--- config.mk ---
export PLATFORM = sky130hd
export DESIGN_NAME = svm_order_gen
export DESIGN_NICKNAME = d
export VERILOG_FILES = /design/src/rtl/svm_order_gen.sv
export SDC_FILE = /design/constraint.sdc
export NUM_CORES = 1
export LEC_CHECK = 0
export CORE_MARGIN = 2
export CORE_UTILIZATION = 35
export CTS_CLUSTER_SIZE = 30
export DETAILED_ROUTE_END_ITERATION = 6
export SLEW_MARGIN = 20
export SYNTH_ARGS = -nofsm -noshare
export SYNTH_HDL_FRONTEND = slang
export SYNTH_SLANG_ARGS = --single-unit
--- constraint.sdc ---
create_clock -name clk -period 2.8 [get_ports clk]
set_clock_uncertainty 0.2 [all_clocks]
set_input_delay 0.56 -clock clk [delete_from_list [all_inputs] [get_ports clk]]
set_output_delay 0.56 -clock clk [all_outputs]
set_load 0.02 [all_outputs]
--- src/rtl/svm_order_gen.sv ---
// Turns SVM classifier results into single order requests with thresholds, position limit and
// post-order cooldown. Define SIGNAL_CONFIRM_EN to require CONFIRM_COUNT consecutive agreeing samples.
module svm_order_gen #(
    parameter int          DATA_WIDTH      = 16,
    parameter int          FRAC_BITS       = 8,
    parameter int          POS_WIDTH       = 16,
    parameter int unsigned ORDER_QTY       = 1,
    parameter int unsigned MAX_POS         = 100,
    parameter int unsigned COOLDOWN_CYCLES = 16,
    parameter int unsigned CONFIRM_COUNT   = 3
) (
    input  logic                         clk,
    input  logic                         rst,
    input  logic                         trade_en,
    input  logic                         svm_valid,
    input  logic signed [DATA_WIDTH-1:0] svm_decision,
    input  logic                         svm_prediction,
    input  logic signed [DATA_WIDTH-1:0] buy_thresh,
    input  logic signed [DATA_WIDTH-1:0] sell_thresh,
    output logic                         order_valid,
    input  logic                         order_ready,
    output logic                         order_side,
    output logic        [POS_WIDTH-1:0]  order_qty,
    output logic signed [POS_WIDTH-1:0]  position,
    output logic                         limit_hit,
    output logic        [15:0]           drop_count
);

    localparam int PW1   = POS_WIDTH + 1;
    localparam int CNT_W = $clog2(COOLDOWN_CYCLES + 2);

    localparam logic signed [POS_WIDTH:0]   QTY_EXT     = PW1'(ORDER_QTY);
    localparam logic signed [POS_WIDTH:0]   MAX_EXT     = PW1'(MAX_POS);
    localparam logic signed [POS_WIDTH:0]   NEG_MAX_EXT = -MAX_EXT;
    localparam logic signed [POS_WIDTH-1:0] QTY_POS     = POS_WIDTH'(ORDER_QTY);

    typedef enum logic [1:0] {StIdle, StIssue, StCooldown} state_e;

    state_e             state;
    logic [CNT_W-1:0]   cd_cnt;

    logic               buy_q;
    logic               sell_q;
    logic               allowed;
    logic               eval;
    logic               fire;
    logic               blocked;
    logic signed [POS_WIDTH:0] pos_ext;
    logic signed [POS_WIDTH:0] pos_plus;
    logic signed [POS_WIDTH:0] pos_minus;

    logic unused_params;
    assign unused_params = ^{FRAC_BITS, CONFIRM_COUNT};

    always_comb begin
        buy_q     = svm_prediction && (svm_decision >= buy_thresh);
        sell_q    = !svm_prediction && (svm_decision <= sell_thresh);
        // Limit math is one bit wider than position so it cannot wrap.
        pos_ext   = PW1'(position);
        pos_plus  = pos_ext + QTY_EXT;
        pos_minus = pos_ext - QTY_EXT;
        allowed   = buy_q ? (pos_plus <= MAX_EXT) : (pos_minus >= NEG_MAX_EXT);
        eval      = (state == StIdle) && svm_valid && trade_en && (buy_q || sell_q);
        blocked   = eval && !allowed;
    end

`ifdef SIGNAL_CONFIRM_EN
    localparam int SW = $clog2(CONFIRM_COUNT + 1);

    logic [SW-1:0] streak;
    logic          streak_side;
    logic [SW-1:0] streak_next;

    always_comb begin
        streak_next = ((streak != '0) && (streak_side == sell_q)) ? streak + SW'(1) : SW'(1);
        fire        = eval && allowed && (streak_next >= SW'(CONFIRM_COUNT));
    end
`else
    assign fire = eval && allowed;
`endif

    always_ff @(posedge clk) begin
        if (rst) begin
            state       <= StIdle;
            order_valid <= 1'b0;
            order_side  <= 1'b0;
            order_qty   <= '0;
            position    <= '0;
            limit_hit   <= 1'b0;
            drop_count  <= '0;
            cd_cnt      <= '0;
`ifdef SIGNAL_CONFIRM_EN
            streak      <= '0;
            streak_side <= 1'b0;
`endif
        end else begin
            limit_hit <= 1'b0;
            // Pulses arriving while busy are counted, never evaluated.
            if ((state != StIdle) && svm_valid && (drop_count != 16'hFFFF)) begin
                drop_count <= drop_count + 16'd1;
            end
            case (state)
                StIdle: begin
                    if (fire) begin
                        order_valid <= 1'b1;
                        order_side  <= sell_q;
                        order_qty   <= QTY_POS;
                        state       <= StIssue;
`ifdef SIGNAL_CONFIRM_EN
                        streak      <= '0;
`endif
                    end else if (blocked) begin
                        limit_hit <= 1'b1;
`ifdef SIGNAL_CONFIRM_EN
                        streak    <= '0;
`endif
                    end
`ifdef SIGNAL_CONFIRM_EN
                    else if (eval) begin
                        streak      <= streak_next;
                        streak_side <= sell_q;
                    end else if (!trade_en || svm_valid) begin
                        streak <= '0;
                    end
`endif
                end
                StIssue: begin
                    if (order_ready) begin
                        order_valid <= 1'b0;
                        position    <= order_side ? position - QTY_POS : position + QTY_POS;
                        cd_cnt      <= CNT_W'(COOLDOWN_CYCLES);
                        state       <= (COOLDOWN_CYCLES == 0) ? StIdle : StCooldown;
                    end
                end
                StCooldown: begin
                    cd_cnt <= cd_cnt - CNT_W'(1);
                    if (cd_cnt == CNT_W'(1)) begin
                        state <= StIdle;
                    end
                end
                default: state <= StIdle;
            endcase
        end
    end

endmodule
Word-level counts from Yosys, hierarchy flattened

Cells that the tools add are included.

$add $sub $neg: 6
Magnitude comparators: 4
Eq/ne operators: 7
Multiplexer cells: 12
Bitwise gates (word level): 1
Reductions and logical operators: 22

Operator list:

| cell                                                                | number |
|---|---|
| adder 16 x 2 -> 17 bit (second input constant)                      | 1 |
| greater-or-equal comparator 17 x 8 -> 1 bit (second input constant) | 1 |
| less-or-equal comparator 17 x 8 -> 1 bit (second input constant)    | 1 |
| subtractor 16 x 2 -> 17 bit (second input constant)                 | 1 |
| adder 16 x 1 -> 16 bit (second input constant)                      | 1 |
| adder 16 x 2 -> 16 bit (second input constant)                      | 1 |
| greater-or-equal comparator 16 bit                                  | 1 |
| less-or-equal comparator 16 bit                                     | 1 |
| two-way mux 16 bit                                                  | 1 |
| != test 16 bit (second input constant)                              | 1 |
| subtractor 16 x 2 -> 16 bit (second input constant)                 | 1 |
| one-hot mux 5 bit (2 select lines)                                  | 1 |
| logical AND 1 bit                                                   | 9 |
| two-way mux 2 bit                                                   | 3 |
| != test 2 bit (second input constant)                               | 3 |
| one-hot mux 2 bit (3 select lines)                                  | 1 |
| AND reduction 2 bit                                                 | 3 |
| AND reduction 3 bit                                                 | 2 |
| nonzero test 2 bit                                                  | 3 |
| equality test 5 x 1 -> 1 bit (second input constant)                | 1 |
| two-way mux 5 bit                                                   | 1 |
| subtractor 5 x 1 -> 5 bit (second input constant)                   | 1 |
| two-way mux 1 bit                                                   | 4 |
| OR reduction 3 bit                                                  | 1 |
| other kinds (7)                                                     | 8 |

Register bits: 43
Input bits: 54
Output and inout port bits: 51
Logic and storage cells: 60

Depth between registers and ports, before layout

Gate-level depths: netlist (run 1).

Depth in word-level cells: 7
Gate-level depth with buffers: 9
Gate-level depth less buffers: 9

Worst setup path after synthesis (run 1)

OpenSTA, ideal clock, no wires.

Kind: reg-to-reg
Start point: register order_side
End point: register position[15]
Setup time: 0.123 ns
Data arrival time: 2.455 ns
Data required time: 2.477 ns
Setup slack: 0.022 ns
Stages on the path, launching flop included: 9
Path buffers: 0
Period minus slack after synthesis: 2.778 ns
Cell sequence: dfxtp_1 ha_1 a21oi_2 o2111ai_1 a21o_1 a21oi_2 o21bai_2 a311oi_2 mux2_1

Word-level cells in the longest chain between the ends: 1

Ends and longest elaborated chain:

| what                     | RTL line | source |
|---|---|---|
| start: declaration       | 22       | `output logic order_side,` |
| start signal: assignment | 106      | `order_side <= sell_q;` |
| two-way mux 16 bit       | 130      | `position <= order_side ? position - QTY_POS : position + QTY_POS;` |
| end signal: assignment   | 130      |  |
| end: declaration         | 24       | `output logic signed [POS_WIDTH-1:0] position,` |

Every way passes these cells.
A chain may end at the register's enable or synchronous reset.

Worst setup path after layout (run 1)

Start point: input buy_thresh[12]
End point: register order_side

Word-level cells in the longest chain between the ends: 6
Elaborated cells on any way between the ends: 7
Classes of those cells: order compare: 1; mux: 1; reduce/logical: 5

Ends and longest elaborated chain:

| what                                 | RTL line | source |
|---|---|---|
| start: declaration                   | 18       | `input logic signed [DATA_WIDTH-1:0] buy_thresh,` |
| greater-or-equal comparator 16 bit * | 56       | `buy_q = svm_prediction && (svm_decision >= buy_thresh);` |
| logical AND 1 bit *                  | 56       |  |
| logical OR 1 bit                     | 63       | `eval = (state == StIdle) && svm_valid && trade_en && (buy_q \|\| sell_q);` |
| logical AND 1 bit                    | 63       |  |
| logical AND 1 bit *                  | 79       | `assign fire = eval && allowed;` |
| AND reduction 2 bit (no line) *      | --       |  |

Every way passes the cells marked *; elsewhere a longest branch is shown, timed or not.

==> impl_results.html, run 1 <==
<table>
<tr><th>Metric</th><th>Value</th></tr>
<tr><th colspan="2">Critical path</th></tr>
<tr><td>Launch point of the critical path</td><td>buy_thresh[12]</td></tr>
<tr><td>Critical path startpoint category</td><td>input pin</td></tr>
<tr><td>Capture point of the worst path</td><td>order_side</td></tr>
<tr><td>End of the worst register-to-register path</td><td>position[15]</td></tr>
<tr><td>Highest net fanout along the worst path</td><td>3</td></tr>
<tr><td>Required time at the endpoint of the critical path</td><td>2780 ps</td></tr>
<tr><td>CP endpoint kind</td><td>register</td></tr>
<tr><td>Worst R2R Path Depth</td><td>11</td></tr>
<tr><td>Flop-to-flop setup slack</td><td>180 ps</td></tr>
<tr><td>Kind of critical path</td><td>in2reg</td></tr>
<tr><td>Worst EP arrival</td><td>2690 ps</td></tr>
<tr><td>Worst reg2reg startpoint</td><td>order_side</td></tr>
<tr><th colspan="2">GRT</th></tr>
<tr><td>Initial antenna violation count</td><td>0</td></tr>
<tr><td>Gr busiest metal</td><td>met2</td></tr>
<tr><td>Met3 usage in global routing</td><td>2.82%</td></tr>
<tr><td>Met2 track utilization from global routing</td><td>28.0%</td></tr>
<tr><td>Vias in the first global route</td><td>3,344</td></tr>
<tr><td>Largest net degree at the start of global routing</td><td>29</td></tr>
<tr><td>Global-route track usage on met1</td><td>20.2%</td></tr>
<tr><td>GRT Total Usage</td><td>16.0%</td></tr>
<tr><td>Gr ovfl total</td><td>0</td></tr>
<tr><td>Global-route wire length before repair</td><td>14,800 microns</td></tr>
<tr><th colspan="2">STA</th></tr>
<tr><td>Worst slew margin</td><td>65.6%</td></tr>
<tr><td>Period utilization</td><td>97.1%</td></tr>
<tr><td>Max Transition Viols Final</td><td>0</td></tr>
<tr><td>Fin. Hold Viols</td><td>0</td></tr>
<tr><td>Final setup violating endpoints</td><td>0</td></tr>
<tr><td>Worst Max-Slew Pin Slew</td><td>510 ps</td></tr>
<tr><td>Crit path time final</td><td>2720 ps</td></tr>
<tr><td>Max Freq</td><td>368 MHz</td></tr>
<tr><td>Final setup slack of the worst path</td><td>80.6 ps</td></tr>
<tr><th colspan="2">Synthesis</th></tr>
<tr><td>Post-Syn Area</td><td>3520 sq um</td></tr>
<tr><td>Share of the yosys chip area belonging to registers</td><td>24.4%</td></tr>
<tr><td>Post-Syn Area per Cell</td><td>7.79 sq um</td></tr>
<tr><td>Post-synth top area share</td><td>24.4%</td></tr>
<tr><td>Number of distinct library cells after synthesis</td><td>61</td></tr>
<tr><td>Most common flop cell mapped by yosys</td><td>dfxtp_1</td></tr>
<tr><td>#FFs+latches synth</td><td>43</td></tr>
<tr><td>Post-synth EDFFs</td><td>0</td></tr>
<tr><td>Cell taking the most area after synthesis</td><td>dfxtp_1</td></tr>
<tr><td>Count leader, synth</td><td>ha_1</td></tr>
<tr><td>Share of flip-flops with an asynchronous set or reset after synthesis</td><td>0%</td></tr>
<tr><td>List of most frequent post-synthesis cells</td><td>49 x ha_1, 48 x inv_1, 44 x nor2_1</td></tr>
<tr><td>Synthesized netlist cell count</td><td>452</td></tr>
<tr><td>Biggest area contributors in the synthesized netlist</td><td>dfxtp_1 24%, ha_1 17%, inv_1 5.1%</td></tr>
<tr><td>Synthesis Warnings</td><td>0</td></tr>
<tr><th colspan="2">Power</th></tr>
<tr><td>Total power divided by cell area</td><td>298 nW/um^2</td></tr>
<tr><td>LEAKAGE</td><td>0.00203 uW</td></tr>
<tr><td>Highest ir drop seen on vdd</td><td>0.172 mV</td></tr>
<tr><th colspan="2">Cells and area</th></tr>
<tr><td>Number of antenna diodes</td><td>0</td></tr>
<tr><td>Count of filler cells inserted in the layout</td><td>944</td></tr>
<tr><td>Nets</td><td>676</td></tr>
<tr><td>Area occupied by multi-input gates</td><td>2510 sq um</td></tr>
<tr><td>Post-layout instance area</td><td>4970 sq um</td></tr>
<tr><td>Final Instance Count excl. Fillers</td><td>705</td></tr>
<tr><td>Area taken by flip-flops and latches</td><td>865 sq um</td></tr>
<tr><td>Utilization after layout</td><td>50.8%</td></tr>
<tr><td>Share of layout cells above drive strength 1</td><td>13.3%</td></tr>
<tr><td>Area growth from synthesis to layout</td><td>41.1%</td></tr>
<tr><th colspan="2">Drt</th></tr>
<tr><td>Post-Route WL</td><td>8850 microns</td></tr>
<tr><td>Post-route ant nets</td><td>0</td></tr>
<tr><td>Via density per instance</td><td>4.87</td></tr>
<tr><td>Wire per inst</td><td>12.6 microns</td></tr>
<tr><td>DR DRC count</td><td>0</td></tr>
<tr><td>Vias after detailed routing</td><td>3,436</td></tr>
<tr><td>Detailed Routing Iterations Pass 1</td><td>4</td></tr>
<tr><td>DRC violation total after the first TritonRoute iteration</td><td>104</td></tr>
<tr><th colspan="2">CTS</th></tr>
<tr><td>Maximum count of clock buffers along a single path</td><td>2</td></tr>
<tr><td>Root Buffer Master</td><td>clkbuf_8</td></tr>
<tr><td>TritonCTS clock tree</td><td>built</td></tr>
<tr><td>Total clock buffers created by CTS</td><td>5</td></tr>
<tr><td>Clk sinks</td><td>43</td></tr>
<tr><td>H-tree Lvls</td><td>2</td></tr>
<tr><td>Insertion delay of the later-clocked pin in the worst-skew pair</td><td>290 ps</td></tr>
<tr><td>Clock-pin slew on the worst setup and hold paths</td><td>80 ps</td></tr>
<tr><th colspan="2">Place</th></tr>
<tr><td>Total cell area at the placement stage</td><td>4740 sq um</td></tr>
<tr><td>Placed cell count</td><td>697</td></tr>
<tr><td>Worst setup timing slack at the placement stage</td><td>-287 ps</td></tr>
<tr><td>Detailed placer's ending HPWL</td><td>7290 microns</td></tr>
<tr><td>Final weighted congestion in routability-driven placement</td><td>0.864</td></tr>
<tr><td>Port Buffer Count</td><td>89</td></tr>
<tr><th colspan="2">Die</th></tr>
<tr><td>Starting Density</td><td>36.0%</td></tr>
<tr><td>I/O pin count</td><td>105</td></tr>
<tr><td>Die Width</td><td>104 microns</td></tr>
<tr><td>Placeable core area</td><td>9770 sq um</td></tr>
<tr><td>Die area</td><td>10,900 sq um</td></tr>
<tr><td>Height of the die</td><td>104 microns</td></tr>
<tr><td>Core Rows</td><td>36</td></tr>
<tr><th colspan="2">Run status</th></tr>
<tr><td>Status</td><td>completed</td></tr>
<tr><th colspan="2">Hold path</th></tr>
<tr><td>Min-Delay Path Class</td><td>reg2reg</td></tr>
<tr><th colspan="2">Run</th></tr>
<tr><td>Reported max-cap violation count</td><td>0</td></tr>
</table>
[flip-flops by register name, summed over array words and instances, names as in the netlist]
register and cells:
cd_cnt 5, drop_count 16, limit_hit 1, order_qty 1, order_side 1, order_valid 1
position 16, state 2
[report_power, final]
group | leakage, uW | switching, uW | total, uW | internal, uW
registers | 0.000348 | 20.9 | 647 | 626
clock network | 0.0000470 | 206 | 399 | 194
logic | 0.00163 | 211 | 436 | 225
total | 0.00203 | 437 | 1480 | 1040
[critical path: stages]
cell and delay [ps]:
clkdlybuf4s50_1 460, inv_1 40, ha_1 290, nand4_1 170
nor3_2 230, a41oi_2 140, and4_4 220, or3_4 390
o211ai_1 120, a221oi_2 70
[layer usage]
metal / wire [microns] / share of wire [%] / vias up
li1: - / - / 1807
met1: 4090 / 46 / 1539
met2: 4260 / 48 / 82
met3: 412 / 4.7 / 8
met4: 95 / 1.1 / 0
met5: 0 / 0 / -
[placed cells by master (no fill, tap or decap), drive strengths merged, types with 5 or more instances in the layout]
master / synthesis / routed
a211oi: 5 / 5
a21oi: 37 / 37
buf: 18 / 34
clkbuf: 6 / 6
clkdlybuf4s50: 0 / 88
conb: 1 / 15
dfxtp: 43 / 43
ha: 49 / 49
inv: 48 / 48
nand2: 42 / 42
nand3: 18 / 18
nand4: 11 / 11
nor2: 45 / 45
nor3: 17 / 17
o211ai: 5 / 5
o21a: 6 / 6
o21ai: 18 / 18
or3: 5 / 5
xnor2: 12 / 12
xor2: 11 / 11
[cell families after synthesis]
kind of cell,after synthesis,synth area share [%]
buffers and inverters,72,9.31
xor gates and xnor gates,23,5.72
AOI/OAI and AO/OA,102,19.4
DFF,43,24.4
adders and majority gates,50,18.0
muxes,1,0.320
other,1,0.106
and+or+nand+nor,160,22.7
[stage by stage]
stage | TNS [ps] | hold WS, ps | total power [uW]
final | 0 | 266 | 1480
after floorplan | 0 | 291 | 895
after CTS | 0 | 266 | 1470
after global placement | -1110 | 247 | 1070
after global routing | -13.4 | 303 | 1570
after detailed placement | -1370 | 254 | 1070
[cell type report]
| class | count | area share (%) |
|---|---|---|
| clock buffer | 6 | 1.66 |
| inverter | 48 | 3.63 |
| tap | 133 | 3.35 |
| timing repair buffer | 123 | 23.4 |
| multi-input combinational | 351 | 50.5 |
| sequential | 43 | 17.4 |
| clock inverter | 1 | 0.101 |
[timing repair]
action                                  CTS  global route
gates resized for setup                   1            26
hold buffers                              0             0
buffers inserted                          0             1
pin swaps                                 0             8
endpoints found under the setup margin    1             6
gates cloned                              0             0
[worst min-delay path by stage]
| stage | from | endpoint | cells after the start |
|---|---|---|---|
| 4_1_cts | order_valid | order_valid | 2 |
| 2_1_floorplan | cd_cnt[1] | cd_cnt[1] | 2 |
| 5_1_grt | order_valid | order_valid | 2 |
| 6_report | order_valid | order_valid | 2 |
| 3_5_place_dp | order_valid | order_valid | 2 |
| 3_3_place_gp | order_valid | order_valid | 2 |
(Power assumes the default switching activity.)
==> run 2: changes to the inputs <==
--- a/config.mk
+++ b/config.mk
@@ -5,6 +5,7 @@
 export SDC_FILE = /design/constraint.sdc
 export NUM_CORES = 1
 export LEC_CHECK = 0
+export ABC_AREA = 1
 export CORE_MARGIN = 2
 export CORE_UTILIZATION = 35
 export CTS_CLUSTER_SIZE = 30
==> run 2 against run 1 <==
Compared with the run above:
- design area up 0.13%
- via count up 11%
- flip-flop and latch count unchanged
- largest power group unchanged
- routed wire length up 11%
- core utilization down 4.5 points
- sequential share of layout area down 0.097 points
- final cell count up 14%
==> impl_results.html, run 2 <==
<table>
<tr><th>Metric</th><th>Value</th></tr>
<tr><th colspan="2">GRT</th></tr>
<tr><td>Initial antenna violation count</td><td>0</td></tr>
<tr><td>GRT Total Usage</td><td>17.2%</td></tr>
<tr><td>Vias in the first global route</td><td>3,713</td></tr>
<tr><td>Gr ovfl total</td><td>0</td></tr>
<tr><td>Largest net degree at the start of global routing</td><td>18</td></tr>
<tr><td>Global-route wire length before repair</td><td>16,600 microns</td></tr>
<tr><th colspan="2">Critical path</th></tr>
<tr><td>Worst EP arrival</td><td>2570 ps</td></tr>
<tr><td>Required time at the endpoint of the critical path</td><td>2840 ps</td></tr>
<tr><td>Critical path startpoint category</td><td>input pin</td></tr>
<tr><td>Highest net fanout along the worst path</td><td>2</td></tr>
<tr><td>CP endpoint kind</td><td>register</td></tr>
<tr><td>Flop-to-flop setup slack</td><td>360 ps</td></tr>
<tr><td>Kind of critical path</td><td>in2reg</td></tr>
<tr><th colspan="2">Cells and area</th></tr>
<tr><td>Nets</td><td>770</td></tr>
<tr><td>Largest registers ranked by flip-flop count</td><td>drop_count: 16 flops, position: 16 flops, cd_cnt: 5 flops</td></tr>
<tr><td>Number of antenna diodes</td><td>0</td></tr>
<tr><td>Share of layout cells above drive strength 1</td><td>5.70%</td></tr>
<tr><td>Post-layout instance area</td><td>4980 sq um</td></tr>
<tr><td>Area growth from synthesis to layout</td><td>30.1%</td></tr>
<tr><td>Most used cells in the layout excluding fill and tap cells</td><td>101 x inv_1, 101 x nand2_1, 89 x clkdlybuf4s50_1</td></tr>
<tr><td>Utilization after layout</td><td>46.3%</td></tr>
<tr><th colspan="2">Run</th></tr>
<tr><td>Reported max-cap violation count</td><td>0</td></tr>
<tr><th colspan="2">Synthesis</th></tr>
<tr><td>#FFs+latches synth</td><td>43</td></tr>
<tr><td>Synthesis Warnings</td><td>0</td></tr>
<tr><td>Number of distinct library cells after synthesis</td><td>44</td></tr>
<tr><td>Post-Syn Area</td><td>3820 sq um</td></tr>
<tr><td>List of most frequent post-synthesis cells</td><td>101 x inv_1, 101 x nand2_1, 49 x ha_1, 49 x nor2_1, 48 x a21oi_1</td></tr>
<tr><td>Biggest area contributors in the synthesized netlist</td><td>dfxtp_1 23%, ha_1 16%, inv_1 9.9%</td></tr>
<tr><td>Synthesized netlist cell count</td><td>570</td></tr>
<tr><td>Most common flop cell mapped by yosys</td><td>dfxtp_1</td></tr>
<tr><td>Post-synth top area share</td><td>22.5%</td></tr>
<tr><td>Post-synth EDFFs</td><td>0</td></tr>
<tr><td>Share of flip-flops with an asynchronous set or reset after synthesis</td><td>0%</td></tr>
<tr><td>Share of the yosys chip area belonging to registers</td><td>22.5%</td></tr>
<tr><td>Post-Syn Area per Cell</td><td>6.71 sq um</td></tr>
<tr><td>Cell taking the most area after synthesis</td><td>dfxtp_1</td></tr>
<tr><th colspan="2">Drt</th></tr>
<tr><td>Via density per instance</td><td>4.73</td></tr>
<tr><td>Post-route ant nets</td><td>0</td></tr>
<tr><td>DRC violation total after the first TritonRoute iteration</td><td>174</td></tr>
<tr><td>Wire per inst</td><td>12.2 microns</td></tr>
<tr><td>Detailed Routing Iterations Pass 1</td><td>4</td></tr>
<tr><td>Post-Route WL</td><td>9820 microns</td></tr>
<tr><td>DR DRC count</td><td>0</td></tr>
<tr><td>Vias after detailed routing</td><td>3,818</td></tr>
<tr><th colspan="2">CTS</th></tr>
<tr><td>Number of hold-repair buffers added at the cts stage</td><td>0</td></tr>
<tr><td>Post-CTS sizing</td><td>0</td></tr>
<tr><td>Clock-pin slew on the worst setup and hold paths</td><td>90 ps</td></tr>
<tr><td>Maximum count of clock buffers along a single path</td><td>2</td></tr>
<tr><td>H-tree Lvls</td><td>2</td></tr>
<tr><td>Number of setup buffers added after CTS</td><td>0</td></tr>
<tr><td>Root Buffer Master</td><td>clkbuf_8</td></tr>
<tr><td>Insertion delay of the later-clocked pin in the worst-skew pair</td><td>310 ps</td></tr>
<tr><td>TritonCTS clock tree</td><td>built</td></tr>
<tr><td>Total clock buffers created by CTS</td><td>5</td></tr>
<tr><td>Clk sinks</td><td>43</td></tr>
<tr><th colspan="2">Power</th></tr>
<tr><td>Clock power frac</td><td>31.9%</td></tr>
<tr><td>Highest ir drop seen on vdd</td><td>0.214 mV</td></tr>
<tr><td>Total power divided by cell area</td><td>318 nW/um^2</td></tr>
<tr><td>Sequential fraction of design power</td><td>40.9%</td></tr>
<tr><td>Net switching power figure</td><td>492 uW</td></tr>
<tr><td>Int Pwr</td><td>1090 uW</td></tr>
<tr><td>Fraction of power spent switching nets</td><td>31.1%</td></tr>
<tr><td>LEAKAGE</td><td>0.00236 uW</td></tr>
<tr><td>Combinational power share</td><td>27.2%</td></tr>
<tr><th colspan="2">Place</th></tr>
<tr><td>Detailed placer's ending HPWL</td><td>7890 microns</td></tr>
<tr><td>Port Buffer Count</td><td>89</td></tr>
<tr><td>Total cell area at the placement stage</td><td>4860 sq um</td></tr>
<tr><td>Final weighted congestion in routability-driven placement</td><td>0.866</td></tr>
<tr><th colspan="2">Die</th></tr>
<tr><td>Die Width</td><td>109 microns</td></tr>
<tr><td>Die area</td><td>11,800 sq um</td></tr>
<tr><td>Height of the die</td><td>109 microns</td></tr>
<tr><td>Placeable core area</td><td>10,700 sq um</td></tr>
<tr><td>Starting Density</td><td>35.6%</td></tr>
<tr><td>Core Rows</td><td>38</td></tr>
<tr><td>I/O pin count</td><td>105</td></tr>
<tr><th colspan="2">Hold path</th></tr>
<tr><td>Min-Delay Path Class</td><td>reg2reg</td></tr>
<tr><th colspan="2">STA</th></tr>
<tr><td>Fin. Hold Viols</td><td>0</td></tr>
<tr><td>Final worst hold slack</td><td>278 ps</td></tr>
<tr><td>Final setup violating endpoints</td><td>0</td></tr>
<tr><td>Setup repair after global routing missed its margin</td><td>no</td></tr>
<tr><td>Period utilization</td><td>90.2%</td></tr>
<tr><td>Worst slew margin</td><td>66.8%</td></tr>
<tr><td>Max Freq</td><td>396 MHz</td></tr>
<tr><td>Max Transition Viols Final</td><td>0</td></tr>
<tr><td>Sum of negative setup slack</td><td>0 ps</td></tr>
<tr><td>Worst Max-Slew Pin Slew</td><td>493 ps</td></tr>
<tr><td>Crit path time final</td><td>2530 ps</td></tr>
<tr><th colspan="2">Run status</th></tr>
<tr><td>Status</td><td>completed</td></tr>
</table>
[run 2: cell count changes after synthesis, moves of 10 or more]
cell     change
nand2_1     +59
inv_1       +53
o21ai_0     +18
nand3_1     +17
a21oi_1     +13
xnor2_1     -10
[run 2: routing by layer]
layer | share of wire [%] | up-vias | track usage [%]
li1 | - | 2048 | -
met2 | 47 | 79 | 31.0
met4 | 1.2 | 0 | 4.40
met1 | 47 | 1683 | 21.2
met5 | 0 | - | 0
met3 | 5.1 | 8 | 3.01
[run 2: metrics by stage]
step	setup slack [ps]	total power [uW]	instances
floorplan	332	936	584
global placement	-86.2	1090	799
detailed placement	-116	1090	799
CTS	189	1600	807
global route	37.9	1690	807
finish	273	1580	807
[run 2: logic make-up (layout without fill, tap and decap cells)]
kind of cell               Yosys count  after routing  synth area share [%]
and+or+nand+nor                    232            232                  28.4
adders and majority gates           50             50                  16.6
other                                1             15                0.0981
AOI/OAI and AO/OA                  109            109                  16.4
DFF                                 43             43                  22.5
buffers and inverters              125            208                  13.7
xor gates and xnor gates            10             10                  2.29
[run 2: worst paths after layout]
| check | cells after the start | startpoint | endpoint |
|---|---|---|---|
| setup / recovery | 13 | sell_thresh[14] | order_side |
| hold reg to reg | 2 | order_valid | order_valid |
| hold / removal | 2 | order_valid | order_valid |
| setup reg to reg | 8 | order_side | position[14] |
[run 2: cell type report]
cell class,count,area (sq um)
well taps,140,175
multi-input cells,416,2490
inverters,103,387
clock buffers,5,68.8
clock inverters,3,43.8
repair buffers,97,951
fillers,1115,5770
flip-flops and latches,43,861
[run 2: worst max-delay path, stage by stage]
cell             delay (ps)
clkdlybuf4s50_1         470
inv_1                    50
ha_1                    280
nand3_1                  90
nor3_1                  310
nand2_1                 150
nand2_1                  80
nand2_1                  60
nand4_1                 100
nand3_1                 130
nor2_2                  150
nor2_1                   50
nor2_1                  100
[run 2: power groups by stage]
| stage | combinational, uW | sequential, uW | clock (uW) |
|---|---|---|---|
| 3_3_place_gp | 426 | 662 | 0 |
| 5_1_grt | 492 | 651 | 547 |
| 6_report | 431 | 647 | 505 |
| 3_5_place_dp | 431 | 661 | 0 |
| 4_1_cts | 435 | 647 | 523 |
| 2_1_floorplan | 262 | 674 | 0 |
